`src/rtl/dcache_mem_stage_if.sv`:
```
// Single-word memory bus between the data cache (master) and main memory (slave).
// Handshake: mem_req rises with mem_addr/mem_we/mem_wdata/mem_be, all held stable until the
// cycle mem_ack is high; ack may come in the same cycle req rises and is ignored while req is low.
interface dcache_mem_stage_if #(
  parameter int ADDR_WIDTH = 32,
  parameter int DATA_WIDTH = 32
);
  logic                  mem_req;
  logic                  mem_we;
  logic [ADDR_WIDTH-1:0] mem_addr;
  logic [DATA_WIDTH-1:0] mem_wdata;
  logic [3:0]            mem_be;
  logic                  mem_ack;
  logic [DATA_WIDTH-1:0] mem_rdata;

  modport master (
    output mem_req, mem_we, mem_addr, mem_wdata, mem_be,
    input  mem_ack, mem_rdata
  );

  modport slave (
    input  mem_req, mem_we, mem_addr, mem_wdata, mem_be,
    output mem_ack, mem_rdata
  );
endinterface

```
`src/rtl/dcache_mem_stage.sv`:
```
// Direct-mapped, write-through, no-write-allocate data cache for the memory stage.
// Load hits answer in the issue cycle; misses refill a whole line word by word from word 0.
module dcache_mem_stage #(
  parameter int DATA_WIDTH     = 32,
  parameter int ADDR_WIDTH     = 32,
  parameter int SETS           = 16,
  parameter int WORDS_PER_LINE = 4
) (
  input  logic                  clk,
  input  logic                  rst,
  input  logic                  req_valid_i,
  input  logic                  req_we_i,
  input  logic [ADDR_WIDTH-1:0] req_addr_i,
  input  logic [DATA_WIDTH-1:0] req_wdata_i,
  input  logic [3:0]            req_be_i,
  output logic [DATA_WIDTH-1:0] rdata_o,
  output logic                  resp_valid_o,
  output logic                  stall_o,
  dcache_mem_stage_if.master    mem,
  output logic [1:0]            state_dbg
);
  localparam int WORD_W = $clog2(WORDS_PER_LINE);
  localparam int OFF_W  = WORD_W + 2;
  localparam int IDX_W  = $clog2(SETS);
  localparam int TAG_W  = ADDR_WIDTH - OFF_W - IDX_W;
  localparam logic [WORD_W-1:0] LAST_WORD = WORD_W'(WORDS_PER_LINE - 1);

  typedef enum logic [1:0] {IDLE = 2'd0, FILL = 2'd1, STORE = 2'd2, DONE = 2'd3} state_t;

  state_t              state_q;
  logic [WORD_W-1:0]   cnt_q;
  logic [SETS-1:0]     valid_q;
  logic [TAG_W-1:0]    tag_q  [SETS];
  logic [DATA_WIDTH-1:0] data_q [SETS][WORDS_PER_LINE];

  logic [TAG_W-1:0]      req_tag;
  logic [IDX_W-1:0]      req_idx;
  logic [WORD_W-1:0]     req_word;
  logic                  hit;
  logic [DATA_WIDTH-1:0] cur_word;
  logic [DATA_WIDTH-1:0] merged;
  logic                  unused_addr_bits;

  assign req_tag          = req_addr_i[ADDR_WIDTH-1 -: TAG_W];
  assign req_idx          = req_addr_i[OFF_W +: IDX_W];
  assign req_word         = req_addr_i[2 +: WORD_W];
  assign hit              = valid_q[req_idx] && (tag_q[req_idx] == req_tag);
  assign cur_word         = data_q[req_idx][req_word];
  assign unused_addr_bits = ^req_addr_i[1:0];
  assign state_dbg        = state_q;

  // Store data merged lane by lane into the cached word, used only on a store hit.
  always_comb begin
    merged = cur_word;
    for (int b = 0; b < 4; b++) begin
      if (req_be_i[b]) merged[8*b +: 8] = req_wdata_i[8*b +: 8];
    end
  end

  always_comb begin
    stall_o        = 1'b0;
    resp_valid_o   = 1'b0;
    rdata_o        = '0;
    mem.mem_req    = 1'b0;
    mem.mem_we     = 1'b0;
    mem.mem_addr   = '0;
    mem.mem_wdata  = '0;
    mem.mem_be     = 4'b0000;
    case (state_q)
      IDLE: begin
        if (req_valid_i) begin
          if (!req_we_i && hit) begin
            resp_valid_o = 1'b1;
            rdata_o      = cur_word;
          end else begin
            stall_o = 1'b1;
          end
        end
      end
      FILL: begin
        stall_o      = 1'b1;
        mem.mem_req  = 1'b1;
        mem.mem_addr = {req_tag, req_idx, cnt_q, 2'b00};
      end
      STORE: begin
        stall_o       = 1'b1;
        mem.mem_req   = 1'b1;
        mem.mem_we    = 1'b1;
        mem.mem_addr  = {req_addr_i[ADDR_WIDTH-1:2], 2'b00};
        mem.mem_wdata = req_wdata_i;
        mem.mem_be    = req_be_i;
      end
      DONE: begin
        resp_valid_o = 1'b1;
        if (!req_we_i) rdata_o = cur_word;
      end
      default: ;
    endcase
  end

  always_ff @(posedge clk) begin
    if (rst) begin
      state_q <= IDLE;
      cnt_q   <= '0;
      valid_q <= '0;
    end else begin
      case (state_q)
        IDLE: begin
          if (req_valid_i) begin
            if (req_we_i) begin
              state_q <= STORE;
            end else if (!hit) begin
              state_q <= FILL;
              cnt_q   <= '0;
            end
          end
        end
        FILL: begin
          if (mem.mem_ack) begin
            cnt_q <= cnt_q + 1'b1;
            // The line only becomes visible once every word has landed.
            if (cnt_q == LAST_WORD) begin
              valid_q[req_idx] <= 1'b1;
              state_q          <= DONE;
            end
          end
        end
        STORE: begin
          if (mem.mem_ack) state_q <= DONE;
        end
        DONE: state_q <= IDLE;
        default: state_q <= IDLE;
      endcase
    end
  end

  // Tag and data storage carry no reset; validity alone qualifies them.
  always_ff @(posedge clk) begin
    if (!rst && mem.mem_ack) begin
      if (state_q == FILL) begin
        data_q[req_idx][cnt_q] <= mem.mem_rdata;
        if (cnt_q == LAST_WORD) tag_q[req_idx] <= req_tag;
      end else if (state_q == STORE && hit) begin
        data_q[req_idx][req_word] <= merged;
      end
    end
  end
endmodule
```
`src/flat_wrapper.sv`:
```
// flat-port wrapper written by rule: the top's interface ports become plain ports
module dcache_mem_stage_flat 
#(
  parameter int DATA_WIDTH     = 32,
  parameter int ADDR_WIDTH     = 32,
  parameter int SETS           = 16,
  parameter int WORDS_PER_LINE = 4
)
  (clk, rst, req_valid_i, req_we_i, req_addr_i, req_wdata_i, req_be_i, rdata_o, resp_valid_o, stall_o, state_dbg, mem_mem_req, mem_mem_we, mem_mem_addr, mem_mem_wdata, mem_mem_be, mem_mem_ack, mem_mem_rdata);
  dcache_mem_stage_if #(.ADDR_WIDTH(ADDR_WIDTH), .DATA_WIDTH(DATA_WIDTH)) mem_i ();
  input  logic clk;
  input  logic rst;
  input  logic req_valid_i;
  input  logic req_we_i;
  input  logic [ADDR_WIDTH-1:0] req_addr_i;
  input  logic [DATA_WIDTH-1:0] req_wdata_i;
  input  logic [3:0] req_be_i;
  output logic [DATA_WIDTH-1:0] rdata_o;
  output logic resp_valid_o;
  output logic stall_o;
  output logic [1:0] state_dbg;
  output wire logic [$bits(mem_i.mem_req)-1:0] mem_mem_req;
  output wire logic [$bits(mem_i.mem_we)-1:0] mem_mem_we;
  output wire logic [$bits(mem_i.mem_addr)-1:0] mem_mem_addr;
  output wire logic [$bits(mem_i.mem_wdata)-1:0] mem_mem_wdata;
  output wire logic [$bits(mem_i.mem_be)-1:0] mem_mem_be;
  input wire logic [$bits(mem_i.mem_ack)-1:0] mem_mem_ack;
  input wire logic [$bits(mem_i.mem_rdata)-1:0] mem_mem_rdata;
  assign mem_mem_req = mem_i.mem_req;
  assign mem_mem_we = mem_i.mem_we;
  assign mem_mem_addr = mem_i.mem_addr;
  assign mem_mem_wdata = mem_i.mem_wdata;
  assign mem_mem_be = mem_i.mem_be;
  assign mem_i.mem_ack = mem_mem_ack;
  assign mem_i.mem_rdata = mem_mem_rdata;
  dcache_mem_stage #(.DATA_WIDTH(DATA_WIDTH), .ADDR_WIDTH(ADDR_WIDTH), .SETS(SETS), .WORDS_PER_LINE(WORDS_PER_LINE)) u_core (.clk(clk), .rst(rst), .req_valid_i(req_valid_i), .req_we_i(req_we_i), .req_addr_i(req_addr_i), .req_wdata_i(req_wdata_i), .req_be_i(req_be_i), .rdata_o(rdata_o), .resp_valid_o(resp_valid_o), .stall_o(stall_o), .mem(mem_i), .state_dbg(state_dbg));
endmodule
```
`config.mk`:
```
export PLATFORM = sky130hd
export DESIGN_NAME = dcache_mem_stage_flat
export DESIGN_NICKNAME = d
export VERILOG_FILES = /design/src/rtl/dcache_mem_stage_if.sv /design/src/rtl/dcache_mem_stage.sv /design/src/flat_wrapper.sv
export SDC_FILE = /design/constraint.sdc
export NUM_CORES = 2
export LEC_CHECK = 0
export ABC_AREA = 1
export CAP_MARGIN = 20
export CELL_PAD_IN_SITES_DETAIL_PLACEMENT = 0
export CELL_PAD_IN_SITES_GLOBAL_PLACEMENT = 1
export CORE_ASPECT_RATIO = 0.9
export CORE_MARGIN = 8
export CORE_UTILIZATION = 53
export DETAILED_ROUTE_END_ITERATION = 12
export DONT_BUFFER_PORTS = 1
export PLACE_DENSITY_LB_ADDON = 0.1
export SLEW_MARGIN = 30
export SYNTH_ARGS = -nofsm -noshare
export SYNTH_HDL_FRONTEND = slang
export SYNTH_SLANG_ARGS = --single-unit
```
`constraint.sdc`:
```
create_clock -name clk -period 4.4 [get_ports clk]
set_input_delay 0 -clock clk [delete_from_list [all_inputs] [get_ports clk]]
set_output_delay 0 -clock clk [all_outputs]
set_load 0.02 [all_outputs]
```
==> results.sh <==
export IMPL_yosys_warnings=0
export IMPL_synth_distinct_cells=32
export IMPL_drc=0
export IMPL_start_kind="input pin"
export IMPL_slew_viol_final=0
export IMPL_dpl_hpwl_mm=171
export IMPL_grtUsageTotal=0.309
export IMPL_min_path_type="input pin to flip-flop"
export IMPL_grt_max_degree=173
export IMPL_power_density_mw_per_mm2=443
export IMPL_critPathMaxFanout=78
export IMPL_grt_pass1_wl_mm=434
export IMPL_hold_viol=0
export IMPL_slowest_stage="dlygate4sd3_1"
export IMPL_cts_tree="built"
export IMPL_ir_drop_mv=0.442
export IMPL_critPathMaxStageDelay_ns=0.63
export IMPL_leakagePower_uw=0.0387
export IMPL_io_buffers=0
export IMPL_seqCellArea_mm2=0.0734
export IMPL_slew_limit_headroom=0.312
export IMPL_cts_buffers_inserted=235
export IMPL_drive_gt1_frac=0.125
export IMPL_critPathKind="input pin to flip-flop"
export IMPL_die_h_um=419
export IMPL_synth_seq_cells=2452
export IMPL_endpoint_kind="flip-flop"
export IMPL_crit_top_cell="nand2_1"
export IMPL_grt_pass1_vias=58900
export IMPL_num_vias=62600
export IMPL_fillCellCount=13400
export IMPL_gp_congestion=0.848
export IMPL_drt_pass1_iter_count=6
export IMPL_wl_mm=310
export IMPL_status="finished, final reports clean"
export IMPL_path_cells="dlygate4sd3_1, clkinv_2, nor2_4, buf_12, buf_12, a22oi_1, nand2_1, nand2_1, nand4_1, nand2_1, nand2_1, a21oi_2, o21ai_0, buf_4, inv_1, o21ai_0, dlygate4sd3_1, buf_4, nand2_1, o21ai_1, dlygate4sd3_1, buf_4"
export IMPL_synth_area_mm2=0.0958
export IMPL_cp_arrival_ns=4.86
export IMPL_crit_required_ns=5.02
export IMPL_coreArea_mm2=0.180
export IMPL_post_drt_wl_per_cell_um=31.1
export IMPL_htreeDepth=4
export IMPL_synth_edff_count=2432
export IMPL_root_buffer="clkbuf_16"
export IMPL_design_area_mm2=0.113
export IMPL_vias_per_cell=6.28
export IMPL_grt_overflow=0
export IMPL_multi_input_area_mm2=0.0208
export IMPL_place_area_mm2=0.104
export IMPL_clk_latency_ns=0.91
export IMPL_die_w_um=464
export IMPL_clock_sinks=2452
export IMPL_antenna_left=0
export IMPL_rows=148
export IMPL_async_flop_share=0
export IMPL_worstMarginPinSlew_ns=1.03
export IMPL_seq_area_frac_synth=0.766
export IMPL_netlist_instances=6928
export IMPL_dieArea_mm2=0.195
export IMPL_synth_area_per_cell_um2=13.8
export IMPL_initial_utilization=0.532
export IMPL_fmax_ghz=0.236
export IMPL_period_share=0.963
export IMPL_num_io_pins=211
export IMPL_dr_first_iter_drc_count=8321
export IMPL_finalSetupTns_ns=0
export IMPL_clk_pin_slew_ns=0.07
export IMPL_num_nets_final=7473
export IMPL_yosys_most_used_dff="edfxtp_1"
export IMPL_area_growth_pct=17.9
export IMPL_postCtsSetupBuffers=0
export IMPL_antenna_found_initial=10
export IMPL_power_uw=50000
export IMPL_rsz0062_at_grt="false"
export IMPL_finClkSkew_ns=0.0556
export IMPL_maxCapViolations=0
export IMPL_finalCriticalPeriod_ns=4.24
export IMPL_report_final_setup_viol=0
export IMPL_clock_path_buffers=3
-- layout by cell type (no fill, tap or decap), drive strengths merged, types with 2 or more instances in the layout --
| cell type | synthesis | routed |
|---|---|---|
| a21boi | 70 | 70 |
| a21oi | 245 | 245 |
| a22o | 2 | 2 |
| a22oi | 1024 | 1024 |
| a31oi | 36 | 36 |
| buf | 234 | 494 |
| bufinv | 0 | 28 |
| clkbuf | 196 | 288 |
| clkinv | 1 | 121 |
| clkinvlp | 0 | 5 |
| conb | 1 | 2 |
| dfxtp | 20 | 20 |
| diode | 0 | 11 |
| dlygate4sd3 | 0 | 129 |
| edfxtp | 2432 | 2432 |
| ha | 9 | 9 |
| inv | 168 | 169 |
| nand2 | 1947 | 1947 |
| nand3 | 50 | 50 |
| nand4 | 57 | 57 |
| nor2 | 152 | 152 |
| nor3 | 2 | 2 |
| nor4 | 23 | 23 |
| o21a | 3 | 3 |
| o21ai | 243 | 243 |
| o22ai | 9 | 9 |
| or2 | 3 | 3 |
-- synthesized netlist by cell type, types with 2 or more instances --
| library cell | instances | area, um^2 |
|---|---|---|
| a21boi_0 | 70 | 526 |
| a21oi_1 | 245 | 1230 |
| a22o_1 | 2 | 17.5 |
| a22oi_1 | 1024 | 7690 |
| a31oi_1 | 36 | 225 |
| buf_1 | 46 | 173 |
| buf_2 | 154 | 771 |
| buf_4 | 25 | 188 |
| buf_6 | 9 | 101 |
| clkbuf_1 | 196 | 736 |
| dfxtp_1 | 20 | 400 |
| edfxtp_1 | 2432 | 73000 |
| ha_1 | 9 | 113 |
| inv_1 | 161 | 604 |
| inv_2 | 7 | 26.3 |
| nand2_1 | 1946 | 7300 |
| nand3_1 | 50 | 250 |
| nand4_1 | 57 | 357 |
| nor2_1 | 144 | 541 |
| nor2_2 | 5 | 31.3 |
| nor2_4 | 3 | 33.8 |
| nor3_1 | 2 | 10.0 |
| nor4_1 | 23 | 144 |
| o21a_1 | 3 | 22.5 |
| o21ai_0 | 178 | 891 |
| o21ai_1 | 65 | 325 |
| o22ai_1 | 9 | 56.3 |
| or2_2 | 3 | 18.8 |
-- power by group --
group	total [uW]	leakage (uW)	switching [uW]	internal, uW
sequential	25800	0.0220	49.7	25700
combinational	3820	0.0129	2740	1080
clock	20400	0.00380	8880	11500
total	50000	0.0387	11700	38300
-- critical path: cells and delay by family --
kind	cells	cell delay, ns
AND/OR/NAND/NOR	7	0.91
AO/OA/AOI/OAI	5	0.72
buffers and inverters	10	3.01
-- cell type report --
type | count | share of cell area
diodes | 11 | 0.000244
clock buffers | 288 | 0.0540
clock inverters | 154 | 0.0151
inverters | 169 | 0.00575
multi-input cells | 3878 | 0.184
flip-flops and latches | 2452 | 0.650
well taps | 2400 | 0.0266
repair buffers | 623 | 0.0648
-- path summary, 6_finish.rpt --
path / slack, ns / end / depth (start not counted) / from
setup / recovery: 0.16 / u_core.data_q[6][46]$_DFFE_PP_ / 22 / req_addr_i[5]
hold / removal: 0.08 / u_core.cnt_q[1]$_SDFFE_PP0P_ / 12 / req_addr_i[11]
setup reg to reg: 0.35 / u_core.data_q[6][46]$_DFFE_PP_ / 17 / u_core.data_q[11][14]$_DFFE_PP_
hold reg to reg: 0.45 / u_core.valid_q[0]$_SDFFE_PP0P_ / 2 / u_core.valid_q[0]$_SDFFE_PP0P_
-- per-layer routing --
metal,track usage,vias up,share of wire
li1,-,26800,-
met1,0.450,31700,0.41
met2,0.462,3589,0.45
met3,0.0615,572,0.11
met4,0.120,4,0.042
met5,0,-,0.000087
-- what timing repair did --
action                                   CTS  global route
hold buffers                             129             0
endpoints found under the setup margin     0            16
hold endpoints to repair                2367             0
gates resized for setup                    0             1
-- state kept, by name, indices dropped and copies added, names as in the netlist --
| name | count |
|---|---|
| u_core.data_q | 2048 |
| u_core.state_dbg | 2 |
| u_core.cnt_q | 2 |
| u_core.tag_q | 384 |
| u_core.valid_q | 16 |
-- stage by stage --
| step | hold WS (ns) | setup slack (ns) | util | cells |
|---|---|---|---|---|
| 6_report | 0.0751 | 0.161 | 0.627 | 9975 |
| 2_1_floorplan | 0.0989 | 0.504 | - | 6929 |
| 5_1_grt | 0.0662 | 0.0333 | 0.627 | 9970 |
| 3_5_place_dp | 0.0804 | 0.278 | 0.576 | 9393 |
| 4_1_cts | 0.00703 | 0.340 | 0.627 | 9964 |
| 3_3_place_gp | 0.0739 | 0.258 | 0.576 | 9393 |
-- logic make-up after synthesis --
family / Yosys count / share of synthesized area
AO/OA/AOI/OAI: 1633 / 0.115
AND/OR/NAND/NOR: 2234 / 0.0907
other: 1 / 0.0000391
flip-flops: 2452 / 0.766
buffers and inverters: 599 / 0.0272
adder cells (fa/ha/maj): 9 / 0.00118
No activity file was read; power rests on OpenSTA's default activity.
